[src/rtl/ram_burst_ctrl_pkg.sv]
// rtl/ram_burst_ctrl_pkg.sv - shared types and default geometry for the burst controller and its RAM
// Purpose: burst FSM state encoding plus the default data width, depth and
//          address width that the controller and single_port_ram must agree on.
// Ports:   none (package).
package ram_burst_ctrl_pkg;

    localparam int W_DEF        = 8;
    localparam int ADDR_LEN_DEF = 4;
    localparam int D_DEF        = 2 ** ADDR_LEN_DEF;

    typedef enum logic [2:0] {
        IDLE,
        WRITE,
        RD_ISSUE,
        RD_WAIT,
        RD_HOLD,
        DONE
    } state_e;

endpackage

[src/rtl/ram_burst_ctrl_if.sv]
// rtl/ram_burst_ctrl_if.sv - host-side command, write-stream and read-stream bundle
// Purpose: groups the host handshakes of ram_burst_ctrl.
// Ports:   cmd_valid/cmd_ready/cmd_wr/cmd_addr/cmd_len  burst command
//          wr_valid/wr_ready/wr_data                    write beat stream
//          rd_valid/rd_ready/rd_data                    read beat stream
//          done                                         burst-complete pulse
//          modport master = host side, slave = controller side
interface ram_burst_ctrl_if #(
    parameter int W        = 8,
    parameter int ADDR_LEN = 4
);
    logic                cmd_valid;
    logic                cmd_ready;
    logic                cmd_wr;
    logic [ADDR_LEN-1:0] cmd_addr;
    logic [ADDR_LEN:0]   cmd_len;
    logic                wr_valid;
    logic                wr_ready;
    logic [W-1:0]        wr_data;
    logic                rd_valid;
    logic                rd_ready;
    logic [W-1:0]        rd_data;
    logic                done;

    modport master (
        output cmd_valid, cmd_wr, cmd_addr, cmd_len, wr_valid, wr_data, rd_ready,
        input  cmd_ready, wr_ready, rd_valid, rd_data, done
    );

    modport slave (
        input  cmd_valid, cmd_wr, cmd_addr, cmd_len, wr_valid, wr_data, rd_ready,
        output cmd_ready, wr_ready, rd_valid, rd_data, done
    );
endinterface

[src/rtl/ram_burst_addr_gen.sv]
// rtl/ram_burst_addr_gen.sv - burst address / remaining-beat counter
// Purpose: loads start address and beat count, steps once per completed beat,
//          wrapping the address from D-1 back to 0.
// Ports:   clk, rst        clock, synchronous active-high reset
//          load_i          capture start_addr_i / len_i
//          start_addr_i    first beat address
//          len_i           beat count (0..D)
//          step_i          one beat completed
//          addr_o          address of the current beat
//          last_o          current beat is the final one
module ram_burst_addr_gen #(
    parameter int D        = 16,
    parameter int ADDR_LEN = 4
) (
    input  logic                clk,
    input  logic                rst,
    input  logic                load_i,
    input  logic [ADDR_LEN-1:0] start_addr_i,
    input  logic [ADDR_LEN:0]   len_i,
    input  logic                step_i,
    output logic [ADDR_LEN-1:0] addr_o,
    output logic                last_o
);
    logic [ADDR_LEN-1:0] addr_q, addr_d;
    logic [ADDR_LEN:0]   rem_q, rem_d;

    always_comb begin
        addr_d = addr_q;
        rem_d  = rem_q;
        if (load_i) begin
            addr_d = start_addr_i;
            rem_d  = len_i;
        end else if (step_i) begin
            addr_d = (addr_q == ADDR_LEN'(D - 1)) ? '0 : addr_q + 1'b1;
            rem_d  = rem_q - 1'b1;
        end
    end

    always_ff @(posedge clk) begin
        if (rst) begin
            addr_q <= '0;
            rem_q  <= '0;
        end else begin
            addr_q <= addr_d;
            rem_q  <= rem_d;
        end
    end

    assign addr_o = addr_q;
    assign last_o = (rem_q == (ADDR_LEN + 1)'(1));
endmodule

[src/rtl/ram_burst_ctrl.sv]
// rtl/ram_burst_ctrl.sv - burst sequencer in front of single_port_ram
// Purpose: accepts burst commands and turns them into one registered RAM
//          access per beat, streaming write beats in and read beats out.
// Ports:   clk, rst        clock, synchronous active-high reset
//          bus             host command / write / read streams (slave side)
//          ram_valid       registered RAM request strobe
//          ram_wrd         registered write(1)/read(0)
//          ram_address     registered RAM address, MSB always 0
//          ram_wdata       registered RAM write data
//          ram_rdata       RAM read data, valid in the cycle after the request is issued
//          ram_ready       RAM ready (informational only)
module ram_burst_ctrl
    import ram_burst_ctrl_pkg::*;
#(
    parameter int W        = W_DEF,
    parameter int D        = D_DEF,
    parameter int ADDR_LEN = ADDR_LEN_DEF
) (
    input  logic                clk,
    input  logic                rst,
    ram_burst_ctrl_if.slave     bus,
    output logic                ram_valid,
    output logic                ram_wrd,
    output logic [ADDR_LEN:0]   ram_address,
    output logic [W-1:0]        ram_wdata,
    input  logic [W-1:0]        ram_rdata,
    input  logic                ram_ready
);
    state_e              state_q, state_d;
    logic                ram_valid_q, ram_valid_d;
    logic                ram_wrd_q, ram_wrd_d;
    logic [ADDR_LEN-1:0] ram_addr_q, ram_addr_d;
    logic [W-1:0]        ram_wdata_q, ram_wdata_d;
    logic                rd_valid_q;
    logic [W-1:0]        rd_data_q;
    logic                done_q;
    logic                gen_load, gen_step, gen_last;
    logic [ADDR_LEN-1:0] gen_addr;
    logic                unused_ram_ready;

    // Sequencing never waits on the RAM; it is always ready after the first access.
    assign unused_ram_ready = ram_ready;

    ram_burst_addr_gen #(.D(D), .ADDR_LEN(ADDR_LEN)) u_addr_gen (
        .clk          (clk),
        .rst          (rst),
        .load_i       (gen_load),
        .start_addr_i (bus.cmd_addr),
        .len_i        (bus.cmd_len),
        .step_i       (gen_step),
        .addr_o       (gen_addr),
        .last_o       (gen_last)
    );

    always_comb begin
        state_d     = state_q;
        ram_valid_d = 1'b0;
        ram_wrd_d   = ram_wrd_q;
        ram_addr_d  = ram_addr_q;
        ram_wdata_d = ram_wdata_q;
        gen_load    = 1'b0;
        gen_step    = 1'b0;
        case (state_q)
            IDLE: begin
                if (bus.cmd_valid) begin
                    gen_load = 1'b1;
                    if (bus.cmd_len == '0)  state_d = DONE;
                    else if (bus.cmd_wr)    state_d = WRITE;
                    else                    state_d = RD_ISSUE;
                end
            end
            WRITE: begin
                if (bus.wr_valid) begin
                    ram_valid_d = 1'b1;
                    ram_wrd_d   = 1'b1;
                    ram_addr_d  = gen_addr;
                    ram_wdata_d = bus.wr_data;
                    gen_step    = 1'b1;
                    if (gen_last) state_d = DONE;
                end
            end
            RD_ISSUE: begin
                ram_valid_d = 1'b1;
                ram_wrd_d   = 1'b0;
                ram_addr_d  = gen_addr;
                state_d     = RD_WAIT;
            end
            RD_WAIT: state_d = RD_HOLD;
            RD_HOLD: begin
                // Address only advances once the host has taken the beat.
                if (bus.rd_ready) begin
                    gen_step = 1'b1;
                    state_d  = gen_last ? DONE : RD_ISSUE;
                end
            end
            DONE:    state_d = IDLE;
            default: state_d = IDLE;
        endcase
    end

    always_ff @(posedge clk) begin
        if (rst) begin
            state_q     <= IDLE;
            ram_valid_q <= 1'b0;
            ram_wrd_q   <= 1'b0;
            ram_addr_q  <= '0;
            ram_wdata_q <= '0;
            rd_valid_q  <= 1'b0;
            rd_data_q   <= '0;
            done_q      <= 1'b0;
        end else begin
            state_q     <= state_d;
            ram_valid_q <= ram_valid_d;
            ram_wrd_q   <= ram_wrd_d;
            ram_addr_q  <= ram_addr_d;
            ram_wdata_q <= ram_wdata_d;
            // Flags are registered from the next state so they line up with the state itself.
            rd_valid_q  <= (state_d == RD_HOLD);
            done_q      <= (state_d == DONE);
            if (state_q == RD_WAIT) rd_data_q <= ram_rdata;
        end
    end

    assign bus.cmd_ready = (state_q == IDLE);
    assign bus.wr_ready  = (state_q == WRITE);
    assign bus.rd_valid  = rd_valid_q;
    assign bus.rd_data   = rd_data_q;
    assign bus.done      = done_q;
    assign ram_valid     = ram_valid_q;
    assign ram_wrd       = ram_wrd_q;
    assign ram_address   = {1'b0, ram_addr_q};
    assign ram_wdata     = ram_wdata_q;
endmodule

[src/flat_wrapper.sv]
// flat-port wrapper written by rule: the top's interface ports become plain ports
module ram_burst_ctrl_flat import ram_burst_ctrl_pkg::*;
#(
    parameter int W        = W_DEF,
    parameter int D        = D_DEF,
    parameter int ADDR_LEN = ADDR_LEN_DEF
)
  (clk, rst, ram_valid, ram_wrd, ram_address, ram_wdata, ram_rdata, ram_ready, bus_cmd_valid, bus_cmd_wr, bus_cmd_addr, bus_cmd_len, bus_wr_valid, bus_wr_data, bus_rd_ready, bus_cmd_ready, bus_wr_ready, bus_rd_valid, bus_rd_data, bus_done);
  ram_burst_ctrl_if #(.W(W), .ADDR_LEN(ADDR_LEN)) bus_i ();
  input  logic clk;
  input  logic rst;
  output logic ram_valid;
  output logic ram_wrd;
  output logic [ADDR_LEN:0] ram_address;
  output logic [W-1:0] ram_wdata;
  input  logic [W-1:0] ram_rdata;
  input  logic ram_ready;
  input wire logic [$bits(bus_i.cmd_valid)-1:0] bus_cmd_valid;
  input wire logic [$bits(bus_i.cmd_wr)-1:0] bus_cmd_wr;
  input wire logic [$bits(bus_i.cmd_addr)-1:0] bus_cmd_addr;
  input wire logic [$bits(bus_i.cmd_len)-1:0] bus_cmd_len;
  input wire logic [$bits(bus_i.wr_valid)-1:0] bus_wr_valid;
  input wire logic [$bits(bus_i.wr_data)-1:0] bus_wr_data;
  input wire logic [$bits(bus_i.rd_ready)-1:0] bus_rd_ready;
  output wire logic [$bits(bus_i.cmd_ready)-1:0] bus_cmd_ready;
  output wire logic [$bits(bus_i.wr_ready)-1:0] bus_wr_ready;
  output wire logic [$bits(bus_i.rd_valid)-1:0] bus_rd_valid;
  output wire logic [$bits(bus_i.rd_data)-1:0] bus_rd_data;
  output wire logic [$bits(bus_i.done)-1:0] bus_done;
  assign bus_i.cmd_valid = bus_cmd_valid;
  assign bus_i.cmd_wr = bus_cmd_wr;
  assign bus_i.cmd_addr = bus_cmd_addr;
  assign bus_i.cmd_len = bus_cmd_len;
  assign bus_i.wr_valid = bus_wr_valid;
  assign bus_i.wr_data = bus_wr_data;
  assign bus_i.rd_ready = bus_rd_ready;
  assign bus_cmd_ready = bus_i.cmd_ready;
  assign bus_wr_ready = bus_i.wr_ready;
  assign bus_rd_valid = bus_i.rd_valid;
  assign bus_rd_data = bus_i.rd_data;
  assign bus_done = bus_i.done;
  ram_burst_ctrl #(.W(W), .D(D), .ADDR_LEN(ADDR_LEN)) u_core (.clk(clk), .rst(rst), .bus(bus_i), .ram_valid(ram_valid), .ram_wrd(ram_wrd), .ram_address(ram_address), .ram_wdata(ram_wdata), .ram_rdata(ram_rdata), .ram_ready(ram_ready));
endmodule
[config.mk]
export PLATFORM = sky130hd
export DESIGN_NAME = ram_burst_ctrl_flat
export DESIGN_NICKNAME = d
export VERILOG_FILES = /design/src/rtl/ram_burst_ctrl_pkg.sv /design/src/rtl/ram_burst_ctrl_if.sv /design/src/rtl/ram_burst_addr_gen.sv /design/src/rtl/ram_burst_ctrl.sv /design/src/flat_wrapper.sv
export SDC_FILE = /design/constraint.sdc
export NUM_CORES = 1
export LEC_CHECK = 0
export ABC_AREA = 0
export BUFFER_PORTS_ARGS = -buffer_cell sky130_fd_sc_hd__buf_2
export CORE_ASPECT_RATIO = 1.2
export CORE_UTILIZATION = 45
export CTS_BUF_LIST = sky130_fd_sc_hd__clkbuf_4 sky130_fd_sc_hd__clkbuf_8
export CTS_CLUSTER_DIAMETER = 30
export DETAILED_ROUTE_END_ITERATION = 6
export PLACE_DENSITY = 0.74
export SLEW_MARGIN = 20
export SYNTH_ARGS = -nofsm -noshare
export SYNTH_HDL_FRONTEND = slang
export SYNTH_SLANG_ARGS = --single-unit
[constraint.sdc]
create_clock -name clk -period 1.9 [get_ports clk]
set_input_delay 0.095 -clock clk [delete_from_list [all_inputs] [get_ports clk]]
set_output_delay 0.095 -clock clk [all_outputs]
set_load 0.01 [all_outputs]
# Yosys cells after proc, flatten, opt, wreduce, memory -nomap -nowiden
# Index checks and enable logic that the tools add are counted.
# classes
muxes,23
eq_ne,9
reduce_logical,6
addsub,2
# ops
operator,count
two-way mux 3 bit,6
two-way mux 4 bit,4
one-hot mux 3 bit (5 select lines),1
two-way mux 5 bit,2
== test 3 bit (second input constant),3
one-hot mux 4 bit (2 select lines),1
== test 3 x 2 -> 1 bit (second input constant),2
one-hot mux 1 bit (2 select lines),3
== test 5 x 1 -> 1 bit (second input constant),1
zero test 5 bit,1
two-way mux 1 bit,5
subtractor 5 x 1 -> 5 bit (second input constant),1
adder 4 x 1 -> 4 bit (second input constant),1
== test 4 bit (second input constant),1
AND reduction 2 bit,2
nonzero test 2 bit,2
== test 3 x 1 -> 1 bit (second input constant),1
zero test 3 bit,1
two-way mux 2 bit,1
!= test 2 bit (second input constant),1
# word_totals
output_inout_bits,27
elab_cells,50
in_bits,32
register_bits,36

# Depth between registers and ports, before layout
# Gate-level depths: netlist of run 1.
# depth
word_depth,5
ltp_mapped,6
ltp_nobuf,6

# By module
# From an unflattened synthesis of run 1, not the netlist that was laid out.
# hier_totals
cells_unflattened,177
hier_area_um2,1696.6
# by_module_without_submodules
module,cells_per_inst,seq_area_each_um2,n_inst,area_each_um2
ram_burst_ctrl,117,540.5,1,1191.1
ram_burst_addr_gen,60,180.2,1,505.5

# Worst setup path after synthesis of run 1
# No wires, ideal clock.
# synth_path
path_type,flip-flop to flip-flop
start,reg u_core.u_addr_gen.rem_q[1]
end,"reg u_core.rd_valid_q, in the netlist u_core.bus.rd_valid"
n_path_buf,0
stages_incl_launch_ff,7
t_arrival_ns,1.609
setup_slack_ns,0.167
cell_sequence,dfxtp_1 -> inv_1 -> ha_1 -> or4b_4 -> or4_1 -> o221a_2 -> o311a_2
# synth_via
elab_chain_cells,5
# synth_lines
item,line_no,text
from (decl),ram_burst_addr_gen.sv:25,"logic [ADDR_LEN:0] rem_q, rem_d;"
from (signal assigned),ram_burst_addr_gen.sv:45,rem_q <= rem_d;
== test 5 x 1 -> 1 bit (*),ram_burst_addr_gen.sv:50,assign last_o = (rem_q == (ADDR_LEN + 1)'(1));
two-way mux 3 bit (on tied branches),"ram_burst_ctrl.sv:93, ram_burst_ctrl.sv:79",
two-way mux 3 bit (on tied branches),"ram_burst_ctrl.sv:91, ram_burst_ctrl.sv:73",
one-hot mux 3 bit (5 select lines) (*),ram_burst_ctrl.sv:63,case (state_q)
== test 3 bit (*),ram_burst_ctrl.sv:118,rd_valid_q <= (state_d == RD_HOLD);
to (signal assigned),ram_burst_ctrl.sv:118,
to (decl),ram_burst_ctrl.sv:34,logic rd_valid_q;
# Mark *: on every way between the ends. The rest lies on a longest branch, timed or not.
# A chain may end at the register's enable or synchronous reset.

# Worst setup path in the final report of run 1
# layout_path
start,reg u_core.u_addr_gen.rem_q[0]
end,"reg u_core.rd_valid_q, in the netlist u_core.bus.rd_valid"
# Same word-level chain as after synthesis.

==> run metrics, run 1 <==
outcome finished, violations left; failing checks DRC; Max Slew Vio Count 0; Crit Path Category reg -> reg; Post-synth top cells 36 x dfxtp_1, 24 x nor2_1, 18 x nand2_1, 15 x a21oi_1, 13 x mux2i_1; flip-flop and latch count after synthesis 36; static leakage 1.02 nW; maximum VDD drop between 0.5 and 0.6 mV; Vias/cell 5.36; CTS max path bufs 2; insertion delay to the later sink of the worst-skew pair between 0.2 and 0.3 ns; PostCTS Resize Cnt 0; DR vias ~1500; hold_buf cts 0; postcts setup bufs 0; Hold Crit Class in -> reg; Core Footprint 3400 um^2; Die Wd roughly 57 um; f_max 550 MHz; GR Util All Layers 0.199; layout cells sized above 1 0.333; CTS clock-pin slew for the worst setup and hold paths around 0.070 ns; sequential area share after synthesis 0.440; met3 Use GR 0.0605; CP arrival between 1.5 and 2 ns; Clock Root Buffer clkbuf_8; row count 23; post-route design area roughly 2100 um^2; Cells after DPL ~280; required time worst endpoint 2.07 ns; post-synthesis cell area approximately 1600 um^2; initial antenna violation count 0; drt wl/cell 12.8 um; PwrDens between 900 and 1000 nW/um^2; GR Layer Usage met2 0.346; setup tns final 0 ns; Routed Antenna Nets 0; largest net degree at the start of global routing 21; die area slightly below 4000 um^2; TritonCTS buffer count 5; unrepaired setup endpoints after global routing false; first-pass GRT wire length 5910 um; # IOs 59; # setup viols final 0; final hold vios 0; most used routing layer met2; Placer Congestion between 0.8 and 0.9; H-tree Lvls 2; post-synth cell types 45; CP Max Fanout 4; gr ovfl total 0; Synth area leaders dfxtp_1 44%, mux2i_1 7.9%, nor2_1 5.5%, a21oi_1 4.6%, nand2_1 4.1%; CP Cell Sequence ha_1, or4b_4, or4_1, o221a_2, o311a_2; CP Capture Type flop; Crit path largest cell delay approximately 0.47 ns; fin util 0.619; Inserted Diodes 0; I/O Buffers 56; Post-Route WL 3660 um; Tmin final 1.82 ns; Cells after Synth approximately 190; MaxCap Viol Count 0; Worst Skew between 0.003 and 0.004 ns; met1 GRT Util 0.226; dpl hpwl around 2700 um; Initial DRC Count 39; cell taking the most area after synthesis dfxtp_1; DIE HEIGHT roughly 68 um; clock sink total 36; non-filler cells, final about 290; top-count cell post-synth dfxtp_1; area post-placement 1990 um^2; buffers and inverters on the worst path 0; CTS tree built; DRC viols 6; Mapped Nets between 200 and 250; Yosys top cell area share 0.440; Final #Nets 283; P&R area growth vs syn 28.3%; kind of cell adding the most delay to the critical path simple AND/OR/NAND/NOR gates; Mapped Avg Cell Area approximately 9 um^2; hold slack approximately 0.039 ns; number of global-route vias before repair around 1400; YS warnings 0; fin crit share 0.956; Post-synth top flop dfxtp_1; EDFF count, synth 0; measured slew at the worst slew-check pin about 0.5 ns; asr flop ratio synth 0; crit start category flop; Rel. slew slack 0.663; initial core utilization 0.482; slowest CP cell or4b_4; first drt pass iteration count 6
==> power breakdown <==
part,switching (mW),internal (mW)
combinational,0.267,0.250
sequential,0.0660,0.830
clock,0.262,0.403
==> metal layers <==
metal / up-vias / share of wire
met3: 8 / 0.043
li1: 782 / -
met2: 31 / 0.51
met1: 711 / 0.43
met4: 0 / 0.020
met5: - / 0
==> layout by cell type (no fill, tap or decap), drive strengths merged, types with 2 or more instances in the layout <==
cell / count
buf: 67
dfxtp: 36
nor2: 24
nand2: 18
a21oi: 15
mux2i: 13
inv: 7
clkbuf: 6
a31oi: 5
nand3b: 4
nand3: 4
o21ai: 4
nand2b: 3
a211oi: 3
or3: 3
ha: 3
a311oi: 2
nor4: 2
o21a: 2
a21o: 2
a32oi: 2
or4b: 2
nor3: 2
==> tightest hold or removal path, stage by stage <==
cell and delay, ns:
buf_2 0.09, nand2_1 0.04, a21oi_1 0.05
==> cells by family (layout without fill, tap and decap cells) <==
family | Yosys count | in the layout | share of synthesized area
simple gates | 68 | 68 | 0.213
compound gates | 44 | 44 | 0.179
flops | 36 | 36 | 0.440
buf+inv | 19 | 82 | 0.0512
mux | 14 | 14 | 0.0863
fa+ha+maj | 3 | 3 | 0.0229
other cells | 1 | 1 | 0.00229
xor+xnor | 1 | 1 | 0.00535
==> per-stage QoR <==
stage	setup slack, ns	power (mW)
floorplan	0.167	1.25
global placement	0.133	1.42
detailed placement	0.114	1.43
CTS	0.0757	2.10
global route	0.00561	2.21
finish	0.0829	2.08
==> path summary, 6_finish.rpt <==
path | start | slack [ns] | end | cells past startpoint
setup / recovery | u_core.u_addr_gen.rem_q[0] | 0.08 | u_core.bus.rd_valid | 5
hold reg to reg | u_core.ram_wdata[3] | 0.45 | u_core.ram_wdata[3] | 2
hold / removal | bus_wr_data[5] | 0.04 | u_core.ram_wdata[5] | 3
setup reg to reg | u_core.u_addr_gen.rem_q[0] | 0.08 | u_core.bus.rd_valid | 5
==> flip-flops by register name, summed over array words and instances (netlist names) <==
name	flops
u_core.bus.rd_data	8
u_core.ram_wdata	8
u_core.u_addr_gen.rem_q	5
u_core.ram_addr_q	4
u_core.u_addr_gen.addr_o	4
u_core.state_q	3
u_core.bus.done	1
u_core.bus.rd_valid	1
u_core.ram_valid	1
u_core.ram_wrd	1
==> layout make-up <==
| type | instances | area (um^2) |
|---|---|---|
| fillers | 328 | 1290 |
| clock inverters | 2 | 35.0 |
| repair buffers | 67 | 363 |
| inverters | 7 | 26.3 |
| flip-flops and latches | 36 | 721 |
| multi-input cells | 131 | 833 |
| clock buffers | 6 | 76.3 |
| well taps | 37 | 46.3 |
Note: power is estimated with default switching activity, not from simulation.
==> inputs of run 2 (changes only) <==
- SLEW_MARGIN: 20 -> 40
- clock period: 1.9 -> 1.77 ns (I/O delays scaled with it)
==> run 2 against run 1 <==
  * The run ends with DRC, setup timing left
  * Cell count rose by 1.7%
  * Setup slack got worse by 0.088 ns
  * Clock skew barely moved
  * Wire length rose by 2.6%
  * Highest routed layer unchanged
  * Clock power rose by 8.7%
  * First-iteration DRC count rose by 15%
==> run metrics, run 2 (synthesis gave the netlist of run 1 again) <==
required time worst endpoint 1.95 ns; layout cells sized above 1 0.370; kind of cell adding the most delay to the critical path simple AND/OR/NAND/NOR gates; MaxCap Viol Count 0; commonest non-fill, non-tap cells in the layout 56 x buf_2, 34 x dfxtp_1, 24 x nor2_1; CP Max Fanout 3; CP Capture Type flop; slowest CP cell or4b_4; TritonCTS buffer count 5; CTS max path bufs 2; Initial DRC Count 45; Crit path largest cell delay 0.45 ns; largest net degree at the start of global routing 32; dpl hpwl between 2000 and 3000 um; hold_buf cts 0; I/O Buffers 56; measured slew at the worst slew-check pin about 0.57 ns; Worst R2R Setup Slack -0.005 ns; Die Wd approximately 57 um; Placer Congestion 0.804; number of global-route vias before repair approximately 1300; initial antenna violation count 0; P&R area growth vs syn 32.8%; initial core utilization 0.482; total power of the final layout 2.31 mW; DIE HEIGHT 68.1 um; Core Footprint approximately 3400 um^2; setup tns final -0.00466 ns; CTS clock-pin slew for the worst setup and hold paths 0.07 ns; Crit Path Category reg -> reg; Tmin final approximately 1.8 ns; drt wl/cell 12.9 um; row count 23; CTS tree built; maximum VDD drop 0.490 mV; unrepaired setup endpoints after global routing true; gr ovfl total 0; outcome finished, violations left; fin crit share 1.00; Inserted Diodes 0; clock sink total 36; Max Slew Vio Count 0; Worst Skew about 0.0027 ns; CP Cell Sequence inv_2, ha_4, or4b_4, or4_4, o221a_4, o311a_2; failing checks DRC, setup timing; # setup viols final 1; static leakage ~1.1 nW; Final #Nets between 200 and 300; f_max 563 MHz; Post-Route WL ~3800 um; CP arrival around 2.0 ns; first drt pass iteration count 6; GR Util All Layers 0.200; DRC viols 7; H-tree Lvls 2; Clock Root Buffer clkbuf_8; most common cell after layout, fill and taps aside buf_2; Routed Antenna Nets 0; Worst Slack Setup Final -0.00466 ns; hold slack between 0.02 and 0.03 ns; crit start category flop; PwrDens 1060 nW/um^2; buffers and inverters on the worst path 1; final hold vios 0; Vias/cell ~5.4; Hold Crit Class in -> reg; Rel. slew slack 0.621; # IOs between 50 and 60; first-pass GRT wire length approximately 6000 um; DR vias about 1600; insertion delay to the later sink of the worst-skew pair a little under 0.3 ns; die area around 4000 um^2
==> run 2: cell types whose count changed in the layout (fill, tap and decap cells not counted), sizes merged <==
cell and change:
buf +5
==> run 2: what timing repair did <==
action | 4_1_cts | 5_1_grt
setup buffers | 0 | 1
setup endpoints to repair | 2 | 3
pin swaps | 0 | 1
gates resized for setup | 4 | 5
gates cloned | 0 | 0
==> run 2: worst min-delay path: stages <==
cell and delay [ns]:
buf_2 0.07, mux2i_1 0.05, nor2_1 0.07
==> run 2: cell type report <==
cell class / instances / area, um^2
Fill cell: 315 / 1220
Multi-Input combinational cell: 131 / 865
Sequential cell: 36 / 723
Timing Repair Buffer: 72 / 404
Clock buffer: 6 / 76.3
Tap cell: 37 / 46.3
Clock inverter: 2 / 35.0
Inverter: 7 / 26.3
==> run 2: metrics by stage <==
stage | util | instance area [um^2] | setup slack (ns) | cells
finish | 0.641 | 2180 | -0.00466 | 291
global route | 0.641 | 2180 | -0.0292 | 291
CTS | 0.632 | 2140 | 0.0116 | 290
detailed placement | 0.595 | 2020 | -0.00223 | 282
global placement | 0.595 | 2020 | 0.0221 | 282
floorplan | - | 1640 | 0.0372 | 186
==> run 2: worst paths after layout <==
path,from,end,depth (start not counted)
setup / recovery,u_core.u_addr_gen.rem_q[1],u_core.bus.rd_valid,6
hold / removal,ram_rdata[7],u_core.bus.rd_data[7],3
setup reg to reg,u_core.u_addr_gen.rem_q[1],u_core.bus.rd_valid,6
hold reg to reg,u_core.ram_wdata[1],u_core.ram_wdata[1],2
==> run 2: power breakdown <==
part           switching, mW  internal [mW]
logic                  0.314          0.309
clock network          0.291          0.433
registers             0.0685          0.893
==> run 2: routing by layer <==
metal	vias up	GRT usage	part of all wire
met1	746	0.257	0.44
met3	6	0.0529	0.044
met5	-	0	0
li1	792	-	-
met4	0	0.0823	0.015
met2	37	0.319	0.50
==> inputs of run 3 (changes only) <==
- TNS_END_PERCENT: default -> 20
==> run 3 against run 2 <==
  * The flow finishes with violations (DRC)
  * Worst hold slack gained 0.00068 ns
  * Combinational power shrank 2%
  * Non-clock buffer count shrank 1
  * Die area is the same
  * Register-to-register slack gained 0.02 ns
  * Sequential power shrank 0.4%
  * Critical path type unchanged
  * Critical endpoint unchanged
==> run metrics, run 3 (synthesis gave the netlist of run 1 again) <==
critical register-to-register path startpoint u_core.u_addr_gen.rem_q[1]; Initial DRC Count 68; measured slew at the worst slew-check pin approximately 0.57 ns; Cells after DPL between 200 and 300; unrepaired setup endpoints after global routing true; DIE HEIGHT ~68 um; crit start category flop; Die Wd between 50 and 60 um; Placer Congestion roughly 0.80; Clk pwr share 0.316; number of global-route vias before repair about 1300; f_max 569 MHz; TritonCTS buffer count 5; hold wc startpoint ram_rdata[7]; hold endpoint u_core.bus.rd_data[7]; hold slack around 0.03 ns; filler cell count 319; first-pass GRT wire length ~6000 um; failing checks DRC; first drt pass iteration count 6; required time worst endpoint 1.95 ns; GR Util All Layers 0.200; fin crit share 0.993; final hold vios 0; Worst R2R Setup Slack between 0.01 and 0.015 ns; clock sink total 36; area post-placement 2020 um^2; Core Footprint 3400 um^2; switching pwr between 0.6 and 0.7 mW; Routed Antenna Nets 0; CTS tree built; Rel. slew slack 0.622; CTS clock-pin slew for the worst setup and hold paths approximately 0.070 ns; Crit Path Category reg -> reg; dpl hpwl between 2000 and 3000 um; Critical R2R Capture u_core.bus.rd_valid; Comb pwr share 0.266; Clock Root Buffer clkbuf_8; hold_buf cts 0; static leakage 1.05 nW; most common cell after layout, fill and taps aside buf_2; largest net degree at the start of global routing 32; Int Pwr 1.63 mW; CP Max Fanout 3; post-route design area between 2000 and 2500 um^2; Flop pwr share 0.418; PwrDens around 1100 nW/um^2; gr ovfl total 0; Worst Hold Depth 3; Max Slew Vio Count 0; Post-Route WL ~3700 um; initial antenna violation count 0; MaxCap Viol Count 0; layout cells sized above 1 0.360; P&R area growth vs syn 31.6%; insertion delay to the later sink of the worst-skew pair just under 0.3 ns; Final #Nets between 200 and 300; CP Capture Type flop; Inserted Diodes 0; total power of the final layout 2.29 mW; R2R cell count 6; Tmin final between 1.5 and 2 ns; initial core utilization 0.482; Vias/cell about 5.3; DR vias between 1500 and 2000; # IOs between 50 and 60; non-filler cells, final 290; Worst Skew approximately 0.0025 ns; commonest non-fill, non-tap cells in the layout 56 x buf_2, 35 x dfxtp_1, 24 x nor2_1; DRC viols 7; CTS max path bufs 2; die area around 4000 um^2; drt wl/cell 12.7 um; Switching Fraction 0.290; H-tree Lvls 2; maximum VDD drop just under 0.5 mV; Hold Crit Class in -> reg; CP arrival between 1.5 and 2 ns; outcome finished, violations left; I/O Buffers 56; setup tns final 0 ns; # setup viols final 0; row count 23
[run 3: changes by cell type in the layout (fill, tap and decap cells not counted)]
cell,delta
buf_4,-1
dfxtp_1,+1
dfxtp_2,-1
ha_1,+1
ha_4,-1
[run 3: worst max-delay path by stage]
stage / startpoint / to / slack, ns / cells past startpoint
after floorplan: u_core.u_addr_gen.rem_q[1] / u_core.bus.rd_valid / 0.04 / 6
after global placement: u_core.u_addr_gen.rem_q[1] / u_core.bus.rd_valid / 0.02 / 6
after detailed placement: u_core.u_addr_gen.rem_q[1] / u_core.bus.rd_valid / -0.002 / 6
after CTS: u_core.u_addr_gen.rem_q[1] / u_core.bus.rd_valid / 0.01 / 6
after global routing: u_core.u_addr_gen.rem_q[1] / u_core.bus.rd_valid / -0.04 / 6
final: u_core.u_addr_gen.rem_q[1] / u_core.bus.rd_valid / 0.01 / 6
[run 3: critical path, stage by stage, from the launching register on]
cell and delay [ns]:
dfxtp_2 0.33, inv_2 0.05, ha_1 0.12, or4b_4 0.45, or4_4 0.43, o221a_4 0.14
o311a_2 0.13
[run 3: routing by layer]
| layer | track usage | part of all wire | vias up |
|---|---|---|---|
| met5 | 0 | 0 | - |
| met4 | 0.0823 | 0.015 | 0 |
| met1 | 0.257 | 0.45 | 715 |
| met2 | 0.319 | 0.49 | 41 |
| li1 | - | - | 787 |
| met3 | 0.0529 | 0.046 | 6 |
[run 3: layout make-up]
cell class / instances / area [um^2] / share of cell area
clock buffer: 6 / 76.3 / 0.0354
tap: 37 / 46.3 / 0.0215
timing repair buffer: 71 / 397 / 0.184
sequential: 36 / 722 / 0.335
multi-input combinational: 131 / 852 / 0.395
inverter: 7 / 26.3 / 0.0122
clock inverter: 2 / 35.0 / 0.0163
[run 3: power by group through the flow]
| stage | sequential [mW] | clock (mW) | combinational (mW) |
|---|---|---|---|
| 6_report | 0.957 | 0.724 | 0.609 |
| 5_1_grt | 0.968 | 0.766 | 0.679 |
| 4_1_cts | 0.955 | 0.736 | 0.603 |
| 3_5_place_dp | 0.971 | 0 | 0.587 |
| 3_3_place_gp | 0.968 | 0 | 0.578 |
| 2_1_floorplan | 0.980 | 0 | 0.360 |
[run 3: through the flow]
stage,setup WS (ns),utilization
2_1_floorplan,0.0372,-
3_3_place_gp,0.0221,0.595
3_5_place_dp,-0.00223,0.595
4_1_cts,0.0116,0.632
5_1_grt,-0.0445,0.634
6_report,0.0121,0.634
[run 3: repair_timing]
| action | CTS | global route |
|---|---|---|
| pin swaps | 0 | 1 |
| buffers inserted | 0 | 0 |
| gates resized for setup | 4 | 2 |
| setup endpoints to repair | 2 | 3 |
